<file path="config.mk">
export PLATFORM = sky130hd
export DESIGN_NAME = pm_readout_buffer
export DESIGN_NICKNAME = d
export VERILOG_FILES = /design/src/rtl/pm_readout_buffer.sv
export SDC_FILE = /design/constraint.sdc
export NUM_CORES = 1
export LEC_CHECK = 0
export BUFFER_PORTS_ARGS = -buffer_cell sky130_fd_sc_hd__buf_2
export CORE_ASPECT_RATIO = 0.8
export CORE_MARGIN = 5
export CORE_UTILIZATION = 45
export DETAILED_ROUTE_END_ITERATION = 7
export PLACE_DENSITY_LB_ADDON = 0.3
export SYNTH_ARGS = -nofsm -noshare
export SYNTH_HDL_FRONTEND = slang
export SYNTH_SLANG_ARGS = --single-unit
</file>
<file path="constraint.sdc">
create_clock -name clk -period 4.6 [get_ports clk]
set_input_delay 0.69 -clock clk [delete_from_list [all_inputs] [get_ports clk]]
set_output_delay 0.69 -clock clk [all_outputs]
set_load 0.005 [all_outputs]
</file>
<file path="src/rtl/pm_readout_buffer.sv">
// pm_readout_buffer: sequences pixel-matrix readout and buffers the data words in a FIFO.
// Each sample is strobed once, and its two words are pushed in the order dout_a, dout_b.
// A bus-side pop interface drains the FIFO.
// Optional feature macro: PM_READOUT_CHECKSUM_EN adds a running XOR checksum output.
module pm_readout_buffer #(
  parameter int FIFO_DEPTH = 16
) (
  input  logic                          clk,
  input  logic                          rst_n,
  input  logic                          start,
  input  logic [15:0]                   len,
  input  logic                          abort,
  output logic                          busy,
  output logic                          done,
  output logic                          pm_strobe,
  input  logic [31:0]                   pm_dout_a,
  input  logic [31:0]                   pm_dout_b,
  input  logic                          rd_req,
  output logic [31:0]                   rd_data,
  output logic                          rd_valid,
  output logic [$clog2(FIFO_DEPTH):0]   fifo_level,
  output logic                          fifo_empty
`ifdef PM_READOUT_CHECKSUM_EN
  ,
  output logic [31:0]                   checksum
`endif
);

  localparam int AW = $clog2(FIFO_DEPTH);
  localparam int LW = AW + 1;

  typedef enum logic [2:0] {
    IDLE      = 3'd0,
    WAIT_ROOM = 3'd1,
    STROBE    = 3'd2,
    CAP_A     = 3'd3,
    CAP_B     = 3'd4
  } state_t;

  state_t          state_r, state_s;
  logic [15:0]     remaining_r, remaining_s;
  logic [31:0]     b_hold_r;
  logic            busy_r, done_r, pm_strobe_r;
  logic            done_s;
  logic            push_s, pop_s, room_s;
  logic [31:0]     push_data_s;
  logic [LW-1:0]   free_s;

  logic [31:0]     mem [FIFO_DEPTH];
  logic [AW-1:0]   wr_ptr_r, rd_ptr_r;
  logic [LW-1:0]   level_r, level_s;
  logic            empty_r;
  logic [31:0]     rd_data_r;
  logic            rd_valid_r;

  // Pop is only honoured when the FIFO holds data.
  assign pop_s  = rd_req && !empty_r;
  // Free entries after this cycle's pop; a sample needs two entries before it is strobed.
  assign free_s = LW'(FIFO_DEPTH) - level_r + LW'(pop_s);
  assign room_s = (free_s >= LW'(2));

  // Next-state, push and completion decode; abort overrides everything and pushes nothing.
  always_comb begin
    state_s     = state_r;
    remaining_s = remaining_r;
    push_s      = 1'b0;
    push_data_s = 32'd0;
    done_s      = 1'b0;
    if (abort) begin
      state_s     = IDLE;
      remaining_s = 16'd0;
    end else begin
      case (state_r)
        IDLE: begin
          if (start) begin
            if (len != 16'd0) begin
              remaining_s = len;
              state_s     = WAIT_ROOM;
            end else begin
              done_s = 1'b1;
            end
          end else begin
            state_s = IDLE;
          end
        end
        WAIT_ROOM: begin
          if (room_s) begin
            state_s = STROBE;
          end else begin
            state_s = WAIT_ROOM;
          end
        end
        STROBE: begin
          state_s = CAP_A;
        end
        CAP_A: begin
          push_s      = 1'b1;
          push_data_s = pm_dout_a;
          state_s     = CAP_B;
        end
        CAP_B: begin
          push_s      = 1'b1;
          push_data_s = b_hold_r;
          remaining_s = remaining_r - 16'd1;
          if (remaining_r == 16'd1) begin
            state_s = IDLE;
            done_s  = 1'b1;
          end else begin
            state_s = WAIT_ROOM;
          end
        end
        default: begin
          state_s = IDLE;
        end
      endcase
    end
  end

  // Control state plus registered busy/done/strobe flags, which track the next state.
  always_ff @(posedge clk or negedge rst_n) begin
    if (!rst_n) begin
      state_r     <= IDLE;
      remaining_r <= 16'd0;
      busy_r      <= 1'b0;
      done_r      <= 1'b0;
      pm_strobe_r <= 1'b0;
    end else begin
      state_r     <= state_s;
      remaining_r <= remaining_s;
      busy_r      <= (state_s != IDLE);
      done_r      <= done_s;
      pm_strobe_r <= (state_s == STROBE);
    end
  end

  // Hold dout_b from CAP_A so that it can be pushed behind dout_a in CAP_B.
  always_ff @(posedge clk or negedge rst_n) begin
    if (!rst_n) begin
      b_hold_r <= 32'd0;
    end else if (state_r == CAP_A) begin
      b_hold_r <= pm_dout_b;
    end else begin
      b_hold_r <= b_hold_r;
    end
  end

  // Occupancy bookkeeping; a simultaneous push and pop leaves the level unchanged.
  always_comb begin
    level_s = level_r;
    case ({push_s, pop_s})
      2'b10:   level_s = level_r + LW'(1);
      2'b01:   level_s = level_r - LW'(1);
      default: level_s = level_r;
    endcase
  end

  // FIFO storage write port; contents are meaningful only between the pointers.
  always_ff @(posedge clk) begin
    if (push_s) begin
      mem[wr_ptr_r] <= push_data_s;
    end
  end

  // Pointers wrap naturally at FIFO_DEPTH because the depth is a power of two.
  always_ff @(posedge clk or negedge rst_n) begin
    if (!rst_n) begin
      wr_ptr_r   <= '0;
      rd_ptr_r   <= '0;
      level_r    <= '0;
      empty_r    <= 1'b1;
      rd_data_r  <= 32'd0;
      rd_valid_r <= 1'b0;
    end else begin
      wr_ptr_r   <= push_s ? (wr_ptr_r + AW'(1)) : wr_ptr_r;
      rd_ptr_r   <= pop_s  ? (rd_ptr_r + AW'(1)) : rd_ptr_r;
      level_r    <= level_s;
      empty_r    <= (level_s == LW'(0));
      rd_data_r  <= pop_s ? mem[rd_ptr_r] : rd_data_r;
      rd_valid_r <= pop_s;
    end
  end

  assign busy       = busy_r;
  assign done       = done_r;
  assign pm_strobe  = pm_strobe_r;
  assign rd_data    = rd_data_r;
  assign rd_valid   = rd_valid_r;
  assign fifo_level = level_r;
  assign fifo_empty = empty_r;

`ifdef PM_READOUT_CHECKSUM_EN
  logic [31:0] checksum_r;
  logic        start_ok_s;

  function automatic logic [31:0] csum_next(input logic [31:0] acc, input logic [31:0] word);
    return acc ^ word;
  endfunction

  assign start_ok_s = (state_r == IDLE) && start && !abort;

  // Running XOR over every pushed word, restarted by each accepted start.
  always_ff @(posedge clk or negedge rst_n) begin
    if (!rst_n) begin
      checksum_r <= 32'd0;
    end else if (start_ok_s) begin
      checksum_r <= 32'd0;
    end else if (push_s) begin
      checksum_r <= csum_next(checksum_r, push_data_s);
    end else begin
      checksum_r <= checksum_r;
    end
  end

  assign checksum = checksum_r;
`endif

endmodule

</file>
==> results.py, run 1 <==
metrics = {
    "grt": {
        "antenna_found_initial": 0,
        "overflow": 0,
        "track_usage_pct": 17.4,
        "grt_pass1_wl_um": 77400,
        "grt_pass1_vias": 12400,
        "grt_max_degree": 73,
    },
    "cts": {
        "cts_tree": "done",
        "path_clk_slew_ns": 0.06,
        "ctsHoldBuffers": 0,
        "cts_sinks": 613,
        "cts_buffer_depth": 3,
        "htreeDepth": 2,
        "postCtsSetupRepairBufs": 0,
        "cts_root_buf": "clkbuf_16",
        "ctsResizeCount": 0,
        "numCtsBuffers": 57,
        "worstSkewPairLatency_ns": 0.61,
    },
    "timing": {
        "final-setup-viol-count": 0,
        "fin_crit_ns": 3.53,
        "slew_violations": 0,
        "hold_viol": 0,
        "finalCritPeriodShare_pct": 76.7,
        "timing.fmax_mhz": 284,
        "tns_ns": 0,
        "rsz0062_at_grt": "no",
        "finClkSkew_ns": 0.0281,
        "relSlewSlack_pct": 24.7,
        "max_slew.worst_pin.slew_ns": 1.13,
    },
    "placed_design": {
        "dp.cells": 1991,
        "hpwl_um": 29800,
        "io_buffers": 126,
        "gp_congestion": 0.810,
    },
    "min_path": {
        "hp-class": "input port to asynchronous set/reset pin",
    },
    "logic_synthesis": {
        "postSynthCellCount": 1226,
        "synth.largest_area_cell": "edfxtp_1",
        "async_flop_share_pct": 16.5,
        "synth_top_area_share_pct": 63.9,
        "ys_top_cells_by_area": "edfxtp_1, mux4_2, dfrtp_1",
        "syn_area_per_cell_um2": 19.6,
        "syn_nets": 1325,
        "yosys_warnings": 0,
        "synth_cell_types": 58,
        "synth_enable_flop_cells": 512,
        "synth_seq_cells": 613,
        "ys_seq_area_share_pct": 74.4,
        "syn-cell-area_um2": 24100,
        "ys.flop_type": "edfxtp_1",
    },
    "drt": {
        "detail-route-antenna-nets": 0,
        "wl_um": 50900,
        "vias": 12100,
        "wl_per_cell_um": 24.2,
        "drt_first_pass_iters": 5,
        "drc": 0,
        "vias_per_cell": 5.76,
        "drtIter0Drc": 1111,
    },
    "power_and_ir_drop": {
        "pwr-share-clk_pct": 32.2,
        "intPower_w": 0.0109,
        "p_switching_w": 0.00414,
        "peakVddDrop_mv": 0.316,
        "combPwrFrac_pct": 22.3,
        "power_density_nw_per_um2": 551,
        "p_seq_share_pct": 45.4,
        "netSwitchingFraction_pct": 27.4,
        "leakage_nw": 9.73,
    },
    "critical_path": {
        "worst_r2r_endpoint": "mem[4][5]$_DFFE_PP_",
        "r2r_slack_ns": 1.07,
        "required_ns": 4.81,
        "worstReg2RegStart": "state_r[2]$_DFF_PN0_",
        "worstPathArrival_ns": 3.73,
        "crit_fanout": 38,
        "crit_type": "flop to flop",
        "r2r_cells": 6,
        "cp-end-kind": "flop",
        "startpoint_type": "flop",
    },
    "die": {
        "die_x_um": 269,
        "chipHeight_um": 217,
        "start_util_pct": 45.6,
        "rows": 75,
        "ios": 127,
        "die_area_um2": 58200,
        "coreArea_um2": 52700,
    },
    "flow_run": {
        "cap_violations": 0,
    },
    "final_layout": {
        "fin_cells": 2098,
        "area.growth.synth_to_final_pct": 13.8,
        "nFillCells": 4248,
        "diodes": 0,
        "num-nets-final": 1456,
        "final_layout_size_suffix_gt1_share_pct": 30.3,
    },
    "outcome": {
        "status": "finished clean",
    },
}
==> placed cells by master (no fill, tap or decap), drive strengths merged, types with 17 or more instances in the layout <==
master | netlist | layout
a221oi | 32 | 32
a22o | 32 | 32
buf | 30 | 144
clkbuf | 42 | 70
clkinv | 1 | 22
dfrtp | 100 | 100
edfxtp | 512 | 512
mux2 | 34 | 34
mux2i | 33 | 33
mux4 | 128 | 128
nand2 | 17 | 17
nor2 | 57 | 57
o21ai | 26 | 26
o22ai | 32 | 32
==> cell usage after synthesis, types with 2 or more instances <==
library cell / count
a211o_1: 2
a211oi_1: 2
a21oi_1: 15
a221oi_1: 32
a22o_1: 32
a22oi_1: 4
and2_1: 10
and3_1: 13
buf_1: 9
buf_2: 20
clkbuf_1: 42
dfrtp_1: 100
edfxtp_1: 512
ha_1: 13
inv_1: 12
mux2_2: 34
mux2i_1: 33
mux4_2: 128
nand2_1: 17
nand2b_1: 3
nand3_1: 3
nand3b_1: 2
nand4_1: 3
nor2_1: 57
nor2b_1: 2
nor3_1: 12
nor4_1: 4
nor4b_1: 2
o211ai_1: 4
o21a_1: 3
o21ai_0: 25
o22ai_1: 32
o2bb2ai_1: 6
o311ai_0: 2
or2_2: 3
or4_1: 3
or4_4: 2
xnor2_1: 7
xor2_1: 2
==> flip-flops by register name, indices dropped and copies added, names as in the netlist <==
register	count
b_hold_r	32
busy	1
done	1
fifo_empty	1
fifo_level	5
mem	512
pm_strobe	1
rd_data	32
rd_ptr_r	4
rd_valid	1
remaining_r	16
state_r	3
wr_ptr_r	4
==> final cells by class <==
class / count / area (µm²) / share of cell area, %
clock inverters: 37 / 419 / 1.53
well taps: 693 / 867 / 3.17
multi-input cells: 528 / 5850 / 21.4
flip-flops and latches: 613 / 17900 / 65.4
clock buffers: 70 / 1510 / 5.49
inverters: 13 / 48.8 / 0.178
repair buffers: 144 / 793 / 2.90
==> worst max-delay path, cell delays in order (launching register included) <==
cell and delay (ns):
dfrtp_1 0.49, or3b_2 0.69, nor2_4 0.15, buf_4 0.49, o21a_1 0.26, nor2b_1 0.23
and2_2 0.80
==> cell families (layout without fill, tap and decap cells) <==
group                    Yosys count  count (layout)  synth area share (%)
flip-flops                       613             613                  74.4
multiplexers                     195             195                  14.9
AO/OA/AOI/OAI                    170             170                  5.22
AND/OR/NAND/NOR                  140             140                  2.92
buffers and inverters             85             264                  1.46
adder cells (fa/ha/maj)           14              14                 0.759
XOR/XNOR                           9               9                 0.327
==> metrics by stage <==
step           utilization (%)  cell area, µm²  hold WS, ns  worst slack, ns  total power [W]
2_1_floorplan                -           24100        0.394             1.52          0.00935
3_3_place_gp              48.3           25500        0.477            0.995           0.0104
3_5_place_dp              48.3           25500        0.471            0.908           0.0104
4_1_cts                   51.9           27400        0.110             1.02           0.0153
5_1_grt                   51.9           27400        0.151            0.856           0.0158
6_report                  51.9           27400        0.115             1.07           0.0151
==> power groups by stage <==
stage                     logic (W)  clock network [W]  registers (W)
after floorplan             0.00266                  0        0.00669
after global placement      0.00339                  0        0.00697
after detailed placement    0.00344                  0        0.00698
after CTS                   0.00344            0.00496        0.00687
after global routing        0.00368            0.00518        0.00693
final                       0.00337            0.00487        0.00686
==> per-layer routing <==
metal  vias to the layer above  GRT usage (%)  routed length, µm
met2                       325           27.1              24000
li1                       5319              -                  -
met3                        70           2.79               2400
met5                         -              0                  0
met4                         0           4.79               1200
met1                      6372           26.1              23300
==> how the worst max path moves through the flow <==
stage	startpoint	end	depth (start not counted)
floorplan	state_r[0]$_DFF_PN0_	fifo_empty$_DFF_PN1_	12
global placement	abort	fifo_empty$_DFF_PN1_	11
detailed placement	abort	fifo_empty$_DFF_PN1_	11
CTS	state_r[2]$_DFF_PN0_	mem[4][5]$_DFFE_PP_	6
global route	state_r[2]$_DFF_PN0_	mem[4][5]$_DFFE_PP_	6
finish	state_r[2]$_DFF_PN0_	mem[4][5]$_DFFE_PP_	6
Power figures use the tool's default switching activity.
==> inputs of run 2 (changes only) <==
- clock period: 4.6 -> 3.42 ns (I/O delays scaled with it)
==> results.py, run 2 (same netlist as run 1, synthesis figures left out) <==
metrics = {
    "final_layout": {
        "fin_cells": 2120,
        "num-nets-final": 1478,
        "layout_common_cells": "edfxtp_1, mux4_2, buf_2",
        "final_common_cell": "edfxtp_1",
        "final_layout_size_suffix_gt1_share_pct": 31.4,
        "largest_register": "mem",
        "largest_register_ffs": 512,
        "diodes": 0,
        "area.growth.synth_to_final_pct": 15.6,
    },
    "placed_design": {
        "gp_congestion": 0.814,
        "preCtsSetupSlack_ns": 0.225,
        "dp.cells": 2012,
        "hpwl_um": 30900,
        "io_buffers": 126,
    },
    "drt": {
        "drc": 0,
        "wl_um": 52400,
        "wl_per_cell_um": 24.7,
        "vias": 12400,
        "drtIter0Drc": 1060,
        "vias_per_cell": 5.83,
        "detail-route-antenna-nets": 0,
        "drt_first_pass_iters": 5,
    },
    "die": {
        "start_util_pct": 45.6,
        "die_area_um2": 58200,
        "chipHeight_um": 217,
        "coreArea_um2": 52700,
        "ios": 127,
        "die_x_um": 269,
        "rows": 75,
    },
    "critical_path": {
        "path_delay_family": "simple AND/OR/NAND/NOR gates",
        "cp_cell_sequence": "or3b_2 > nor2_4 > nor2_1 > ha_1 > ha_1 > nor2b_1 > o21a_1 > o311ai_0 > o311ai_0 > nor4b_1",
        "slowest_stage": "or3b_2",
        "r2r_slack_ns": 0.33,
        "worstReg2RegStart": "state_r[1]$_DFF_PN0_",
        "crit_fanout": 7,
        "critPathBufInv": 0,
        "startpoint_type": "flop",
        "worst_r2r_endpoint": "fifo_empty$_DFF_PN1_",
        "cp-end-kind": "flop",
        "worstPathArrival_ns": 3.59,
        "required_ns": 3.91,
        "slowest_delay_ns": 0.54,
        "r2r_cells": 10,
        "crit_type": "flop to flop",
        "cp_num_cells": 10,
    },
    "timing": {
        "relSlewSlack_pct": 31.9,
        "finalCritPeriodShare_pct": 90.5,
        "rsz0062_at_grt": "no",
        "timing.hold.ws_ns": 0.136,
        "finClkSkew_ns": 0.0140,
        "final-setup-viol-count": 0,
        "timing.fmax_mhz": 323,
        "setup_ws_ns": 0.325,
        "tns_ns": 0,
        "max_slew.worst_pin.slew_ns": 1.02,
        "hold_viol": 0,
        "fin_crit_ns": 3.09,
        "slew_violations": 0,
    },
    "cts": {
        "cts_buffer_depth": 3,
        "cts_root_buf": "clkbuf_16",
        "htreeDepth": 2,
        "cts_tree": "done",
        "path_clk_slew_ns": 0.06,
        "numCtsBuffers": 57,
        "cts_sinks": 613,
        "ctsResizeCount": 0,
        "worstSkewPairLatency_ns": 0.60,
        "postCtsSetupRepairBufs": 0,
    },
    "grt": {
        "grt_pass1_wl_um": 80100,
        "antenna_found_initial": 0,
        "grt_max_degree": 70,
        "track_usage_pct": 18.1,
        "overflow": 0,
        "grt_pass1_vias": 12900,
    },
    "flow_run": {
        "cap_violations": 0,
    },
    "power_and_ir_drop": {
        "leakage_nw": 9.94,
        "power_density_nw_per_um2": 741,
        "p_total_w": 0.0206,
        "peakVddDrop_mv": 0.490,
    },
    "min_path": {
        "min_from": "pm_dout_b[12]",
        "hold_end": "b_hold_r[12]$_DFFE_PN0N_",
        "hp-class": "input port to flop",
        "holdPathStages": 2,
    },
    "outcome": {
        "status": "finished clean",
    },
}
## run 2: changes by cell type in the layout (fill, tap and decap cells not counted)
| cell | delta |
|---|---|
| buf_12 | +14 |
| buf_4 | +7 |
| clkbuf_1 | -3 |
| bufinv_16 | +2 |
| clkbuf_16 | +2 |
| clkinv_1 | +2 |
| clkinvlp_4 | -2 |
| inv_6 | -2 |
| clkinv_4 | +1 |
| dlygate4sd3_1 | +1 |
## run 2: layout make-up
| cell class | count | area [µm²] |
|---|---|---|
| clock buffer | 69 | 1540 |
| clock inverter | 38 | 463 |
| multi-input combinational | 528 | 5850 |
| fill | 4172 | 24900 |
| timing repair buffer | 166 | 1140 |
| tap | 693 | 867 |
| inverter | 13 | 48.8 |
| sequential | 613 | 17900 |
## run 2: worst max-delay path by stage
stage,from,to
final,state_r[1]$_DFF_PN0_,fifo_empty$_DFF_PN1_
after global routing,state_r[1]$_DFF_PN0_,fifo_empty$_DFF_PN1_
after global placement,abort,fifo_empty$_DFF_PN1_
after floorplan,state_r[0]$_DFF_PN0_,fifo_empty$_DFF_PN1_
after CTS,state_r[1]$_DFF_PN0_,fifo_empty$_DFF_PN1_
after detailed placement,abort,fifo_empty$_DFF_PN1_
## run 2: metrics by stage
stage | cell area, µm² | utilization (%)
finish | 27800 | 52.8
CTS | 27800 | 52.8
detailed placement | 25800 | 48.9
global placement | 25800 | 48.9
global route | 27800 | 52.8
floorplan | 24100 | -
## run 2: report_power, final
part	switching, W	internal (W)
registers	0.000430	0.00859
logic	0.00244	0.00241
clock network	0.00270	0.00403
total	0.00558	0.0150
## run 2: layer usage
| layer | track usage [%] | wire (µm) |
|---|---|---|
| met2 | 28.8 | 25300 |
| met3 | 2.83 | 3170 |
| met4 | 4.94 | 1290 |
| met1 | 26.4 | 22600 |
| met5 | 0 | 0 |
## run 2: what timing repair did
action / 4_1_cts / 5_1_grt
endpoints found under the hold margin: 36 / 0
hold buffers: 1 / 0
endpoints found under the setup margin: 0 / 0
